<file path="src/rtl/dwconv_sequencer.sv">
// Depthwise convolution sequencer: walks every output pixel of every channel,
// issues K*K activation/weight reads per window, accumulates and requantizes.
//   state | meaning
//   IDLE  | waiting for start
//   RUN   | one tap read per cycle
//   DRAIN | last product lands in acc
//   EMIT  | pixel presented until out_ready
module dwconv_sequencer #(
  parameter int DATA_WIDTH  = 8,
  parameter int KERNEL_SIZE = 3,
  parameter int IMG_WIDTH   = 8,
  parameter int IMG_HEIGHT  = 8,
  parameter int CHANNELS    = 3,
  parameter int ACC_WIDTH   = 24,
  parameter int OUT_SHIFT   = 0,
  localparam int OH  = IMG_HEIGHT - KERNEL_SIZE + 1,
  localparam int OW  = IMG_WIDTH - KERNEL_SIZE + 1,
  localparam int AAW = (CHANNELS*IMG_HEIGHT*IMG_WIDTH > 1) ? $clog2(CHANNELS*IMG_HEIGHT*IMG_WIDTH) : 1,
  localparam int WAW = (CHANNELS*KERNEL_SIZE*KERNEL_SIZE > 1) ? $clog2(CHANNELS*KERNEL_SIZE*KERNEL_SIZE) : 1,
  localparam int CW  = (CHANNELS > 1) ? $clog2(CHANNELS) : 1,
  localparam int RW  = (OH > 1) ? $clog2(OH) : 1,
  localparam int XW  = (OW > 1) ? $clog2(OW) : 1
) (
  input  logic                         clk,
  input  logic                         rst_n,
  input  logic                         start,
  output logic                         busy,
  output logic                         done,
  output logic [AAW-1:0]               act_addr,
  input  logic signed [DATA_WIDTH-1:0] act_data,
  output logic [WAW-1:0]               wgt_addr,
  input  logic signed [DATA_WIDTH-1:0] wgt_data,
  output logic                         mem_rd,
  output logic                         out_valid,
  input  logic                         out_ready,
  output logic signed [DATA_WIDTH-1:0] out_data,
  output logic [CW-1:0]                out_chan,
  output logic [RW-1:0]                out_row,
  output logic [XW-1:0]                out_col
);

  localparam int KW = (KERNEL_SIZE > 1) ? $clog2(KERNEL_SIZE) : 1;
  localparam logic signed [ACC_WIDTH-1:0] SAT_MAX = ACC_WIDTH'(2**(DATA_WIDTH-1) - 1);
  localparam logic signed [ACC_WIDTH-1:0] SAT_MIN = ACC_WIDTH'(-(2**(DATA_WIDTH-1)));

  typedef enum logic [1:0] {S_IDLE, S_RUN, S_DRAIN, S_EMIT} state_t;

  state_t state, state_nxt;
  logic [CW-1:0] c;
  logic [RW-1:0] r;
  logic [XW-1:0] x;
  logic [KW-1:0] ky, kx;
  logic rd_d, first_d;
  logic signed [ACC_WIDTH-1:0] acc, shifted, prod_ext;
  logic signed [2*DATA_WIDTH-1:0] prod;
  logic tap_last, pix_last, handshake;

  assign tap_last  = (ky == KW'(KERNEL_SIZE-1)) && (kx == KW'(KERNEL_SIZE-1));
  assign pix_last  = (c == CW'(CHANNELS-1)) && (r == RW'(OH-1)) && (x == XW'(OW-1));
  assign handshake = (state == S_EMIT) && out_ready;

  always_comb begin
    state_nxt = state;
    mem_rd    = 1'b0;
    out_valid = 1'b0;
    case (state)
      S_IDLE:  if (start) state_nxt = S_RUN;
      S_RUN: begin
        mem_rd = 1'b1;
        if (tap_last) state_nxt = S_DRAIN;
      end
      S_DRAIN: state_nxt = S_EMIT;
      S_EMIT: begin
        out_valid = 1'b1;
        if (out_ready) state_nxt = pix_last ? S_IDLE : S_RUN;
      end
      default: state_nxt = S_IDLE;
    endcase
  end

  always_ff @(posedge clk or negedge rst_n) begin
    if (!rst_n) begin
      state <= S_IDLE;
      c <= '0; r <= '0; x <= '0; ky <= '0; kx <= '0;
      rd_d <= 1'b0; first_d <= 1'b0;
      acc <= '0;
      done <= 1'b0;
    end else begin
      state   <= state_nxt;
      rd_d    <= mem_rd;
      first_d <= mem_rd && (ky == '0) && (kx == '0);
      done    <= handshake && pix_last;
      if (state == S_IDLE && start) begin
        c <= '0; r <= '0; x <= '0; ky <= '0; kx <= '0;
      end
      if (state == S_RUN) begin
        if (kx == KW'(KERNEL_SIZE-1)) begin
          kx <= '0;
          ky <= (ky == KW'(KERNEL_SIZE-1)) ? '0 : ky + 1'b1;
        end else begin
          kx <= kx + 1'b1;
        end
      end
      if (handshake) begin
        if (x == XW'(OW-1)) begin
          x <= '0;
          if (r == RW'(OH-1)) begin
            r <= '0;
            c <= (c == CW'(CHANNELS-1)) ? '0 : c + 1'b1;
          end else begin
            r <= r + 1'b1;
          end
        end else begin
          x <= x + 1'b1;
        end
      end
      // read data lags its address by one cycle, so accumulate on the delayed strobe
      if (rd_d) acc <= first_d ? prod_ext : acc + prod_ext;
    end
  end

  assign prod     = act_data * wgt_data;
  assign prod_ext = {{(ACC_WIDTH-2*DATA_WIDTH){prod[2*DATA_WIDTH-1]}}, prod};
  assign shifted  = acc >>> OUT_SHIFT;

  always_comb begin
    if (shifted > SAT_MAX)      out_data = SAT_MAX[DATA_WIDTH-1:0];
    else if (shifted < SAT_MIN) out_data = SAT_MIN[DATA_WIDTH-1:0];
    else                        out_data = shifted[DATA_WIDTH-1:0];
  end

  assign act_addr = AAW'(c) * AAW'(IMG_HEIGHT*IMG_WIDTH)
                  + (AAW'(r) + AAW'(ky)) * AAW'(IMG_WIDTH)
                  + AAW'(x) + AAW'(kx);
  assign wgt_addr = WAW'(c) * WAW'(KERNEL_SIZE*KERNEL_SIZE)
                  + WAW'(ky) * WAW'(KERNEL_SIZE) + WAW'(kx);
  assign busy     = (state != S_IDLE);
  assign out_chan = c;
  assign out_row  = r;
  assign out_col  = x;

endmodule
</file>
<file path="config.mk">
export PLATFORM = sky130hd
export DESIGN_NAME = dwconv_sequencer
export DESIGN_NICKNAME = d
export VERILOG_FILES = /design/src/rtl/dwconv_sequencer.sv
export SDC_FILE = /design/constraint.sdc
export NUM_CORES = 1
export LEC_CHECK = 0
export ABC_AREA = 1
export ABC_CLOCK_PERIOD_IN_PS = 3150
export CORE_ASPECT_RATIO = 1.75
export CORE_UTILIZATION = 43
export DETAILED_ROUTE_END_ITERATION = 10
export PLACE_DENSITY_LB_ADDON = 0.25
export SYNTH_ARGS = -nofsm -noshare
export SYNTH_HDL_FRONTEND = slang
export SYNTH_SLANG_ARGS = --single-unit
</file>
<file path="constraint.sdc">
create_clock -name clk -period 3.15 [get_ports clk]
set_input_delay 0.945 -clock clk [delete_from_list [all_inputs] [get_ports clk]]
set_output_delay 0.945 -clock clk [all_outputs]
set_load 0.005 [all_outputs]
</file>
==> summary.txt <==
Timing
  • Slew HR: 0.3359
  • Final min period: 5.768 ns
  • Final setup viols: 26
  • Tcrit/Tclk final: 1.831
  • Fmax: about 170 MHz
  • Slew Limit Fails: 0
  • Worst-Margin Slew: 0.9961 ns
  • Clock skew: 0.007627 ns
  • RSZ-0062 raised after global routing: yes
  • Final worst setup slack: -2.618 ns
  • Final hold violation count: 0

Setup path
  • Worst setup EP type: register
  • WP data required: around 3.4 ns
  • Worst R2R Start: acc[0]
  • Setup crit start kind: primary input
  • CP delay by family, top: adder cells
  • Reg2Reg Depth: 12
  • Crit path largest cell delay: 0.56 ns
  • Slowest cell on crit path: fa_1
  • Reg2reg end: acc[22]
  • CP Max Fanout: 7
  • Critical Path AT: ~6.0 ns
  • R2R setup slack: between 1 and 1.5 ns
  • Worst path bufs/invs: 10
  • Critical path class: primary input to register

Min path
  • Hold path depth: 2
  • Worst hold path class: register to register
  • Hold_sp: acc[0]
  • Worst Hold Path EP: acc[0]

Floorplanning
  • IO Count: 53
  • Die W: approximately 100 µm
  • Die area: 16450 µm²
  • Row cnt: 60
  • Die Ht: 168.9 µm
  • Core Area: approximately 15000 µm²
  • Initial Util: 0.4426

Clock network
  • Htree depth: 2
  • Clock Pin Slew Worst Setup and Hold Paths: 0.06 ns
  • Worst skew pair latency: 0.30 ns
  • CTS tree: built
  • Num CTS Buffers: 5
  • Hold Buf Count CTS: 0
  • Worst-case clock buffer depth: 2
  • Root Buffer: clkbuf_16
  • CTS Sinks: 41

Routing
  • Routed len/inst: 16.12 µm
  • Pre-antenna DRT Iters: 4
  • Vias per cell: approximately 5
  • Post-DRT Antenna Nets: 0
  • Vias: approximately 7300
  • DR iter-0 viols: 303
  • Post-route DRC: 0
  • Final WL: approximately 23000 µm

Layout
  • Final Cell Area: approximately 11000 µm²
  • Ant. Diodes: 0
  • # nets final: approximately 1400
  • Share of layout cells above drive strength 1: 0.4302
  • Sequential cell area: 1028 µm²
  • P&R area growth vs syn: 59.07%
  • Core Util, Final: 0.7040
  • Number of fill cells: ~1200
  • Multi-input gate area: between 6000 and 7000 µm²

Yosys
  • Post-synth EDFFs: 0
  • Syn Inst Count: 1008
  • Async set or reset register ratio after synthesis: 1.000
  • Top post-synthesis cells by area: fa_1 18%, dfrtp_1 15%, nand2_1 14%
  • Prevailing post-synth register cell: dfrtp_1
  • Syn_nets: 1160
  • Syn_area_per_cell: between 6 and 7 µm²
  • Sequential fraction of the synthesis area: 0.1499
  • Synth Register Bits: 41
  • Area leader, netlist: fa_1
  • Unique masters post-synth: 46
  • Post-synth design cell area: 6844 µm²
  • Yosys warning count: 0
  • Top-area cell type share of the netlist area: 0.1814

Place
  • Pre-CTS WS: -3.462 ns
  • Port buffer count: 52
  • Dpl cell area: 9128 µm²
  • GP Congestion: 0.9576
  • Final HPWL DP: 16900 µm

Run status
  • Status: finished, violations left
  • Failing checks: negative setup slack

GRT
  • Vias in the first global route: around 7700
  • Total track usage: 0.2702
  • Initial antenna violation count: 0
  • First-pass GRT wire length: 34980 µm
  • Gr ovfl total: 0
  • Pin count of the biggest net entering global routing: 42

Job
  • Max cap viols: 0
[how the worst max path moves through the flow]
stage	from	to	slack [ns]	cells past startpoint
floorplan	act_data[7]	acc[23]	-2.33	31
global placement	act_data[5]	acc[13]	-3.45	26
finish	act_data[7]	acc[19]	-2.62	29
CTS	wgt_data[2]	acc[13]	-2.54	30
detailed placement	act_data[5]	acc[13]	-3.46	26
global route	act_data[7]	acc[19]	-2.83	29
[per-layer routing]
metal / vias up / global-route usage / share of wire
met5: - / 0 / 0
met4: 0 / 0.2040 / 0.082
met3: 100 / 0.02601 / 0.024
met2: 176 / 0.5585 / 0.59
met1: 3473 / 0.2268 / 0.30
li1: 3525 / - / -
[kinds of logic (layout without fill, tap and decap cells)]
| family | after synthesis | in the layout | share of synthesized area |
|---|---|---|---|
| fa+ha+maj | 132 | 132 | 0.3093 |
| simple gates | 421 | 421 | 0.2570 |
| buf+inv | 266 | 490 | 0.1470 |
| xor+xnor | 24 | 24 | 0.03071 |
| compound gates | 124 | 124 | 0.1060 |
| flops | 41 | 41 | 0.1499 |
[synthesized netlist by cell type, types with 4 or more instances]
library cell  count
a31oi_1           8
nor2_2            4
nand4_1          17
nand2_2           5
o21ai_0          32
xor2_1           18
nor4_1            4
dfrtp_1          41
a21oi_1          55
inv_1           238
nor2_1           72
clkbuf_1         21
nand3_1          45
nor3_1            5
a21oi_2           8
nand2_1         256
ha_1             70
xnor2_1           6
fa_1             62
[tightest hold or removal path: stages, from the launching register on]
cell	delay (ns)
dfrtp_1	0.38
inv_1	0.07
o21ai_0	0.08
[flip-flops by register name, indices dropped and copies added, names as in the netlist]
name and cells:
out_col 3, ky 2, out_row 3, kx 2, state 2, rd_d 1
acc 24, first_d 1, done 1, out_chan 2
[layout by cell type (no fill, tap or decap), drive strengths merged, types with 2 or more instances in the layout]
cell type	count
dfrtp	41
a21oi	64
nand2	262
fa	62
xnor2	6
nand4	17
a22oi	2
nor4	4
dlymetal6s2s	7
o211ai	2
ha	70
or2	5
clkdlybuf4s50	19
clkinv	3
and2	3
o21ai	34
nor3	5
clkbuf	9
nor2	76
o22ai	3
buf	209
nand3	45
a31oi	8
nand3b	3
o21bai	3
inv	240
xor2	18
[metrics by stage]
step | std cells | hold slack [ns] | TNS [ns]
after global placement | 1358 | 0.5607 | -61.62
after floorplan | 1008 | 0.5125 | -38.52
after global routing | 1418 | 0.6183 | -50.00
after detailed placement | 1358 | 0.5651 | -62.30
after CTS | 1408 | 0.5784 | -44.52
final | 1418 | 0.5723 | -45.86
[timing repair]
action | 4_1_cts | 5_1_grt
buffers inserted | 42 | 14
endpoints found under the setup margin | 39 | 38
pin swaps | 133 | 114
gates resized for setup | 279 | 148
[layout make-up]
cell class / instances / share of cell area
tap: 186 / 0.02138
inverter: 242 / 0.08620
clock inverter: 3 / 0.004252
timing repair buffer: 240 / 0.1883
sequential: 41 / 0.09447
multi-input combinational: 701 / 0.5940
clock buffer: 5 / 0.01149
Power is left out: the tool's default activity adds up to more than one toggle a clock period on the data nets, which glitch-free logic cannot reach.
